`src/rtl/crc32_2word_check.sv`:
```
// rtl/crc32_2word_check.sv - receive-side CRC-32 frame checker for the 128-bit two-word datapath
// Optional feature macro: CRC32_2WORD_CHECK_ERRCNT_EN (builds the saturating err_cnt)
module crc32_2word_check #(
  parameter int TARGET_CHIP = 2,
  parameter int CNT_WIDTH   = 16
) (
  input  logic                 clk,
  input  logic                 rst_n,
  input  logic                 din_valid,
  input  logic                 din_last,
  input  logic [127:0]         din,
  input  logic [31:0]          din_crc,
  input  logic                 err_cnt_clr,
  output logic                 crc_done,
  output logic                 crc_err,
  output logic [31:0]          crc_calc,
  output logic [CNT_WIDTH-1:0] err_cnt
);

  // Reflected form of 0x04C11DB7; bits are consumed lsbit first.
  localparam logic [31:0] POLY_REFL = 32'hEDB88320;
  localparam logic [31:0] CRC_SEED  = 32'hFFFFFFFF;

  typedef enum logic [0:0] {IDLE, IN_FRAME} state_t;

  state_t         state;
  logic           s1_valid;
  logic           s1_last;
  logic           s1_first;
  logic [127:0]   s1_data;
  logic [31:0]    s1_crc;
  logic [31:0]    crc_run;
  logic           s2_done;
  logic [31:0]    s2_crc;
  logic [31:0]    crc_seed;
  logic [31:0]    crc_next;

  // Bit-serial reference folded into a pure XOR network; din[0] is the first bit on the wire.
  function automatic logic [31:0] crc_fold64(input logic [31:0] c, input logic [63:0] d);
    logic [31:0] r;
    r = c;
    for (int i = 0; i < 64; i++) begin
      if (r[0] ^ d[i]) r = (r >> 1) ^ POLY_REFL;
      else             r = r >> 1;
    end
    return r;
  endfunction

  function automatic logic [31:0] crc_fold128(input logic [31:0] c, input logic [127:0] d);
    logic [31:0] r;
    r = c;
    for (int i = 0; i < 128; i++) begin
      if (r[0] ^ d[i]) r = (r >> 1) ^ POLY_REFL;
      else             r = r >> 1;
    end
    return r;
  endfunction

  // Frame tracking FSM plus stage-1 input registers; first-word flag drives the seed mux.
  always_ff @(posedge clk or negedge rst_n) begin
    if (!rst_n) begin
      state    <= IDLE;
      s1_valid <= 1'b0;
      s1_last  <= 1'b0;
      s1_first <= 1'b0;
      s1_data  <= '0;
      s1_crc   <= '0;
    end else begin
      s1_valid <= din_valid;
      s1_last  <= din_valid & din_last;
      if (din_valid) begin
        s1_data  <= din;
        s1_first <= (state == IDLE);
        state    <= din_last ? IDLE : IN_FRAME;
      end
      if (din_valid && din_last) begin
        s1_crc <= din_crc;
      end
    end
  end

  // A new frame reseeds straight from the flag, so back-to-back frames need no bubble.
  assign crc_seed = s1_first ? CRC_SEED : crc_run;

  generate
    if (TARGET_CHIP >= 2) begin : g_xor_lut6
      // 6-input LUT families: one flat 128-bit tree, left for the mapper to balance.
      assign crc_next = crc_fold128(crc_seed, s1_data);
    end else begin : g_xor_lut4
      // Narrower LUT families: split into the two 64-bit halves in wire order.
      assign crc_next = crc_fold64(crc_fold64(crc_seed, s1_data[63:0]), s1_data[127:64]);
    end
  endgenerate

  // Stage 2: running CRC register and the end-of-frame marker with its received CRC.
  always_ff @(posedge clk or negedge rst_n) begin
    if (!rst_n) begin
      crc_run <= '0;
      s2_done <= 1'b0;
      s2_crc  <= '0;
    end else begin
      s2_done <= s1_valid & s1_last;
      if (s1_valid) begin
        crc_run <= crc_next;
      end
      if (s1_valid && s1_last) begin
        s2_crc <= s1_crc;
      end
    end
  end

  // Stage 3: registered compare and result; crc_calc holds until the next frame result.
  always_ff @(posedge clk or negedge rst_n) begin
    if (!rst_n) begin
      crc_done <= 1'b0;
      crc_err  <= 1'b0;
      crc_calc <= '0;
    end else begin
      crc_done <= s2_done;
      if (s2_done) begin
        crc_calc <= crc_run;
        crc_err  <= (crc_run != s2_crc);
      end else begin
        crc_err  <= 1'b0;
      end
    end
  end

`ifdef CRC32_2WORD_CHECK_ERRCNT_EN
  // Saturating mismatch counter; a clear wins over a same-cycle error.
  always_ff @(posedge clk or negedge rst_n) begin
    if (!rst_n) begin
      err_cnt <= '0;
    end else if (err_cnt_clr) begin
      err_cnt <= '0;
    end else if (crc_done && crc_err && !(&err_cnt)) begin
      err_cnt <= err_cnt + CNT_WIDTH'(1);
    end
  end
`else
  logic unused_err_cnt_clr;
  assign unused_err_cnt_clr = err_cnt_clr;
  assign err_cnt = '0;
`endif

endmodule

```
`config.mk`:
```
export PLATFORM = sky130hd
export DESIGN_NAME = crc32_2word_check
export DESIGN_NICKNAME = d
export VERILOG_FILES = /design/src/rtl/crc32_2word_check.sv
export SDC_FILE = /design/constraint.sdc
export NUM_CORES = 1
export LEC_CHECK = 0
export CELL_PAD_IN_SITES_DETAIL_PLACEMENT = 0
export CELL_PAD_IN_SITES_GLOBAL_PLACEMENT = 1
export CORE_MARGIN = 10
export CORE_UTILIZATION = 55
export CTS_BUF_LIST = sky130_fd_sc_hd__clkbuf_4
export DETAILED_ROUTE_END_ITERATION = 12
export PLACE_DENSITY = 0.95
export SKIP_CTS_REPAIR_TIMING = 1
export SYNTH_ARGS = -nofsm -noshare
export SYNTH_HDL_FRONTEND = slang
export SYNTH_SLANG_ARGS = --single-unit
```
`constraint.sdc`:
```
create_clock -name clk -period 18.7 [get_ports clk]
set_clock_uncertainty 0.2 [all_clocks]
set_input_delay 1.87 -clock clk [delete_from_list [all_inputs] [get_ports clk]]
set_output_delay 1.87 -clock clk [all_outputs]
set_load 0.03 [all_outputs]
```
==> results by group, run 1 <==
Die
  • Starting Density: 55.8%
  • Chip Width: 238 um
  • Core area: 0.0468 mm2
  • Die ar.: 0.0565 mm2
  • Die height: 238 um
  • Row count: 79
  • IO Count: roughly 220

Synth
  • Synth Register Bits: 263
  • Yosys cell types: 38
  • Yosys warns: 0
  • Synth Instances: 1813
  • Synthesized area: 0.0261 mm2
  • Sequential share of the synthesized area: 25.2%
  • Mapped Avg Cell Area: about 14 um2

Finish
  • Post-route cell area: 0.0296 mm2
  • Nets: 2204
  • Non-filler instance count after layout: 2707
  • Most common cell after layout, fill and taps aside: xnor2_1
  • Share of post-route cells with drive strength above 1: between 20% and 30%
  • Commonest cells after routing, fill and taps aside: xnor2_1, xnor3_1, dfrtp_1
  • Layout Area Growth over Synthesis: 13.4%

Setup path
  • Arrival time worst endpoint: 14.28 ns
  • FF-to-FF End: crc_run[16]
  • CP max stage delay: ~0.87 ns
  • Critical Path End Type: flip-flop
  • CP startpoint: s1_first
  • Flop-to-flop setup slack: between 4 and 5 ns
  • Reg2Reg Depth: 28
  • CP endpoint: crc_run[16]
  • Crit-path slowest cell: xnor3_1
  • Worst path most repeated cell: xnor3_1
  • Maximum fanout along the worst path: 38
  • R2r startpoint: s1_first
  • Startpoint Class: flip-flop
  • Critical path type: reg2reg
  • Critical Path RT: 19.15 ns

Drt
  • Iter 0 DRT Violations: between 700 and 800
  • Post-Route WL: between 60 and 70 mm
  • Total number of vias: 14466
  • WL/cell: approximately 24 um
  • Via density: 5.34
  • Routed Antenna Nets: 0
  • DRC viols: 0
  • Router iterations before antenna repair: 5

Clock tree
  • CTS Buf Count: 75
  • Root Driver: clkbuf_4
  • CTS sink count: between 200 and 300
  • H-tree depth: 3
  • Clk pin slew, worst setup/hold paths: 0.07 ns
  • Max Buffers Root-to-Sink: 3
  • Worst skew pair latency: approximately 0.85 ns
  • CTS tree: yes

Timing
  • Final setup fails: 0
  • Pin slew with the least headroom to its limit: 0.993 ns
  • RSZ-0062 raised after global routing: false
  • Fin crit share: about three quarters
  • Max-slew violations: 0
  • Final min period: approximately 14 ns
  • Fin Setup TNS: 0 ns
  • Slew HR: between 30% and 40%
  • Max Clock Freq: roughly 72 MHz
  • Fin. Hold Viols: 0

Placement
  • HPWL Detailed: 50.1 mm
  • PortBufs: just under 200
  • DP Area: 0.0285 mm2
  • Post-Place Cells: 2569
  • GPL Wtd Cong: 0.932

GRT
  • Largest net degree at the start of global routing: 169
  • Vias in the first global route: 15838
  • Initial antenna violation count: 2
  • Gr ovfl total: 0
  • GRT Overall Usage: 22.7%
  • First-pass GRT wire length: 97.5 mm

Status
  • Status: completed

Flow run
  • Max-Cap Viols: 0

Hold path
  • Worst min-delay path class: reg2reg
[worst min path at each step]
stage,start,to,cells after the start,slack [ns]
after global placement,state,s1_first,1,0.24
after CTS,s1_crc[27],s2_crc[27],1,0.25
after floorplan,s2_done,crc_done,0,0.15
after global routing,state,s1_first,1,0.27
final,state,s1_first,1,0.24
after detailed placement,state,s1_first,1,0.24
[synth_stat cells (all sizes together)]
cell / instances / area (um2)
nand3b: 1 / 7.51
o21ai: 2 / 10.0
xnor3: 312 / 7070
dfrtp: 263 / 6580
nor2: 51 / 194
nand3: 1 / 5.00
xnor2: 595 / 5940
or2: 1 / 6.26
a41o: 1 / 10.0
and2: 1 / 6.26
nand4: 8 / 50.1
a21oi: 13 / 65.1
a21boi: 1 / 7.51
nor2b: 1 / 6.26
clkbuf: 26 / 98.8
inv: 10 / 37.5
xor2: 181 / 1740
conb: 1 / 3.75
buf: 45 / 299
nor3b: 1 / 7.51
nor4: 2 / 12.5
xor3: 47 / 1140
mux2: 241 / 2710
nand2: 4 / 15.0
mux2i: 4 / 40.0
[layer usage]
layer	part of all wire (%)	track usage, %	vias to the layer above
li1	-	-	6587
met1	43	29.3	7409
met2	50	39.1	384
met3	5.0	3.90	86
met4	1.9	5.46	0
met5	0	0	-
[logic make-up (layout without fill, tap and decap cells)]
| group | count (synthesis) | in the layout | synth area share, % |
|---|---|---|---|
| buffers and inverters | 81 | 349 | 1.67 |
| DFF | 263 | 263 | 25.2 |
| AOI/OAI and AO/OA | 17 | 17 | 0.355 |
| and+or+nand+nor | 71 | 71 | 1.19 |
| muxes | 245 | 245 | 10.6 |
| xor gates and xnor gates | 1135 | 1135 | 61.0 |
| other | 1 | 20 | 0.0144 |
[area by class of cell]
cell class                 instances  area, um2
antenna                            4       10.0
clock buffer                     101        758
clock inverter                    33        256
fill                            3439      17200
inverter                          10       37.5
multi-input combinational       1484      19100
sequential                       263       6580
tap                              607        759
timing repair buffer             205       2050
[per-stage QoR]
| stage | hold slack, ns | setup slack [ns] | util [%] |
|---|---|---|---|
| floorplan | 0.152 | 7.62 | - |
| global placement | 0.235 | 5.22 | 61.0 |
| detailed placement | 0.239 | 5.08 | 61.0 |
| CTS | 0.248 | 4.98 | 63.2 |
| global route | 0.270 | 4.40 | 63.2 |
| finish | 0.245 | 4.87 | 63.2 |
[registers in the layout (all words and copies together) (netlist names)]
signal,cells
s1_data,128
crc_calc,32
crc_run,32
s1_crc,32
s2_crc,32
crc_done,1
crc_err,1
s1_first,1
s1_last,1
s1_valid,1
s2_done,1
state,1
[worst max-delay path, delay by kind of cell, from the launching register on]
| kind | cells | cell delay (ns) |
|---|---|---|
| buffers and inverters | 1 | 0.37 |
| and+or+nand+nor | 1 | 0.16 |
| DFF | 1 | 0.34 |
| AOI/OAI and AO/OA | 1 | 0.09 |
| xor gates and xnor gates | 25 | 12.43 |
Power of run 1 is not shown: default switching activity piles up to over one toggle a cycle in this logic, so the estimate is an artifact.
==> run 2: changes to the inputs <==
CORE_UTILIZATION = 51   (was 55)
PLACE_DENSITY = 0.94   (was 0.95)
clock period = 13.9 ns   (was 18.7 ns; I/O delays follow)
==> run 2 against run 1 <==
  * Hold slack gained 0.0078 ns
  * Cell area grew 0.14%
  * Critical path depth grew 1
  * First-iteration DRC count grew 25%
  * Flip-flop and latch count is the same
  * Cell count grew 2.1%
  * Die area grew 7.2%
  * Clock-buffer cell count shrank 3
==> results by group, run 2 (synthesis gave the netlist of run 1 again) <==
Hold path
  • Hold Path Stages: 1
  • Worst min-delay path class: reg2reg

Drt
  • Iter 0 DRT Violations: a little under 1000
  • Total number of vias: 14349
  • DRC viols: 0
  • Post-Route WL: 64.5 mm
  • Via density: 5.19
  • Routed Antenna Nets: 0
  • WL/cell: 23.3 um
  • Router iterations before antenna repair: 4

Setup path
  • Critical Path End Type: flip-flop
  • Critical path type: reg2reg
  • Maximum fanout along the worst path: 9
  • Worst path most repeated cell: xnor3_1
  • CP max stage delay: 0.73 ns
  • Startpoint Class: flip-flop
  • Reg2Reg Depth: 29
  • CP bufs+invs: 1
  • Critical path depth in cells: 29
  • Critical Path RT: 14.35 ns
  • Arrival time worst endpoint: approximately 14 ns
  • Cell family with most CP delay: XOR/XNOR gates
  • Crit-path slowest cell: dfrtp_1

Timing
  • Pin slew with the least headroom to its limit: 0.996 ns
  • RSZ-0062 raised after global routing: false
  • Worst hold margin: 0.253 ns
  • Max-slew violations: 0
  • Fin. Hold Viols: 0
  • Fin crit share: 94.5%
  • Final min period: between 10 and 15 ns
  • Fin worst setup slack: between 0.7 and 0.8 ns
  • Final setup fails: 0
  • Slew HR: between 30% and 40%
  • Max Clock Freq: 76.1 MHz
  • Fin Setup TNS: 0 ns

Clock tree
  • Root Driver: clkbuf_4
  • CTS sink count: 263
  • CTS tree: yes
  • Clk pin slew, worst setup/hold paths: 0.06 ns
  • H-tree depth: 3
  • Worst skew pair latency: 0.81 ns
  • CTS Buf Count: 70
  • Max Buffers Root-to-Sink: 3

Finish
  • Fillcell total: 3972
  • Most common cell after layout, fill and taps aside: xnor2_1
  • Max reg flops: 128
  • Fin util: 58.8%
  • Share of post-route cells with drive strength above 1: around a quarter
  • Commonest cells after routing, fill and taps aside: xnor2_1, xnor3_1, dfrtp_1
  • Layout Area Growth over Synthesis: 13.6%
  • Nets: 2216
  • Largest reg by FF count: s1_data

Placement
  • PortBufs: 197
  • GPL Wtd Cong: 0.948
  • HPWL Detailed: 51.3 mm
  • DP Worst Slack: ~0.88 ns

Die
  • Die height: ~250 um
  • Row count: 82
  • Chip Width: between 200 and 250 um
  • Die ar.: 0.0606 mm2
  • IO Count: 215
  • Starting Density: 51.7%
  • Core area: 0.0504 mm2

Flow run
  • Max-Cap Viols: 0

GRT
  • Vias in the first global route: 15936
  • GRT Overall Usage: 21.4%
  • Gr ovfl total: 0
  • Initial antenna violation count: 2
  • Largest net degree at the start of global routing: between 70 and 80
  • First-pass GRT wire length: about 100 mm

Status
  • Status: completed
run 2: cell count changes in the layout (fill, tap and decap cells not counted), moves of 2 or more:
cell       before  now
buf_4           7   25
clkinv_1       21    4
clkbuf_4      101   98
bufinv_16       4    2
clkinv_4        3    1
diode_2         4    2
run 2: layout make-up:
class                   count  area (um2)  area share (%)
inverters                  10        37.5           0.127
repair buffers            222        2170            7.32
clock buffers              98         736            2.49
well taps                 672         841            2.84
flip-flops and latches    263        6580            22.2
clock inverters            13         130           0.440
multi-input cells        1484       19100            64.5
diodes                      2        5.00          0.0169
run 2: routing by layer:
layer	track usage (%)	part of all wire (%)	up-vias
met3	3.92	5.4	88
met5	0	0	-
met4	7.50	2.6	0
met1	27.3	42	7281
li1	-	-	6581
met2	35.9	50	399
run 2: stage by stage:
stage	std cells	area, um2
finish	2764	29600
global route	2764	29600
CTS	2762	29600
detailed placement	2651	28700
global placement	2651	28700
floorplan	1828	26100
run 2: final timing paths:
kind / to / slack, ns / from
worst max-delay path: crc_run[14] / 0.76 / crc_run[0]
worst min-delay path: s1_first / 0.25 / state
worst max register to register: crc_run[14] / 0.76 / crc_run[0]
worst min register to register: s1_first / 0.25 / state
max in group asynchronous: s1_data[32] / 11.03 / rst_n
min in group asynchronous: s1_data[105] / 0.37 / rst_n
Power of run 2 is left out for the same reason.
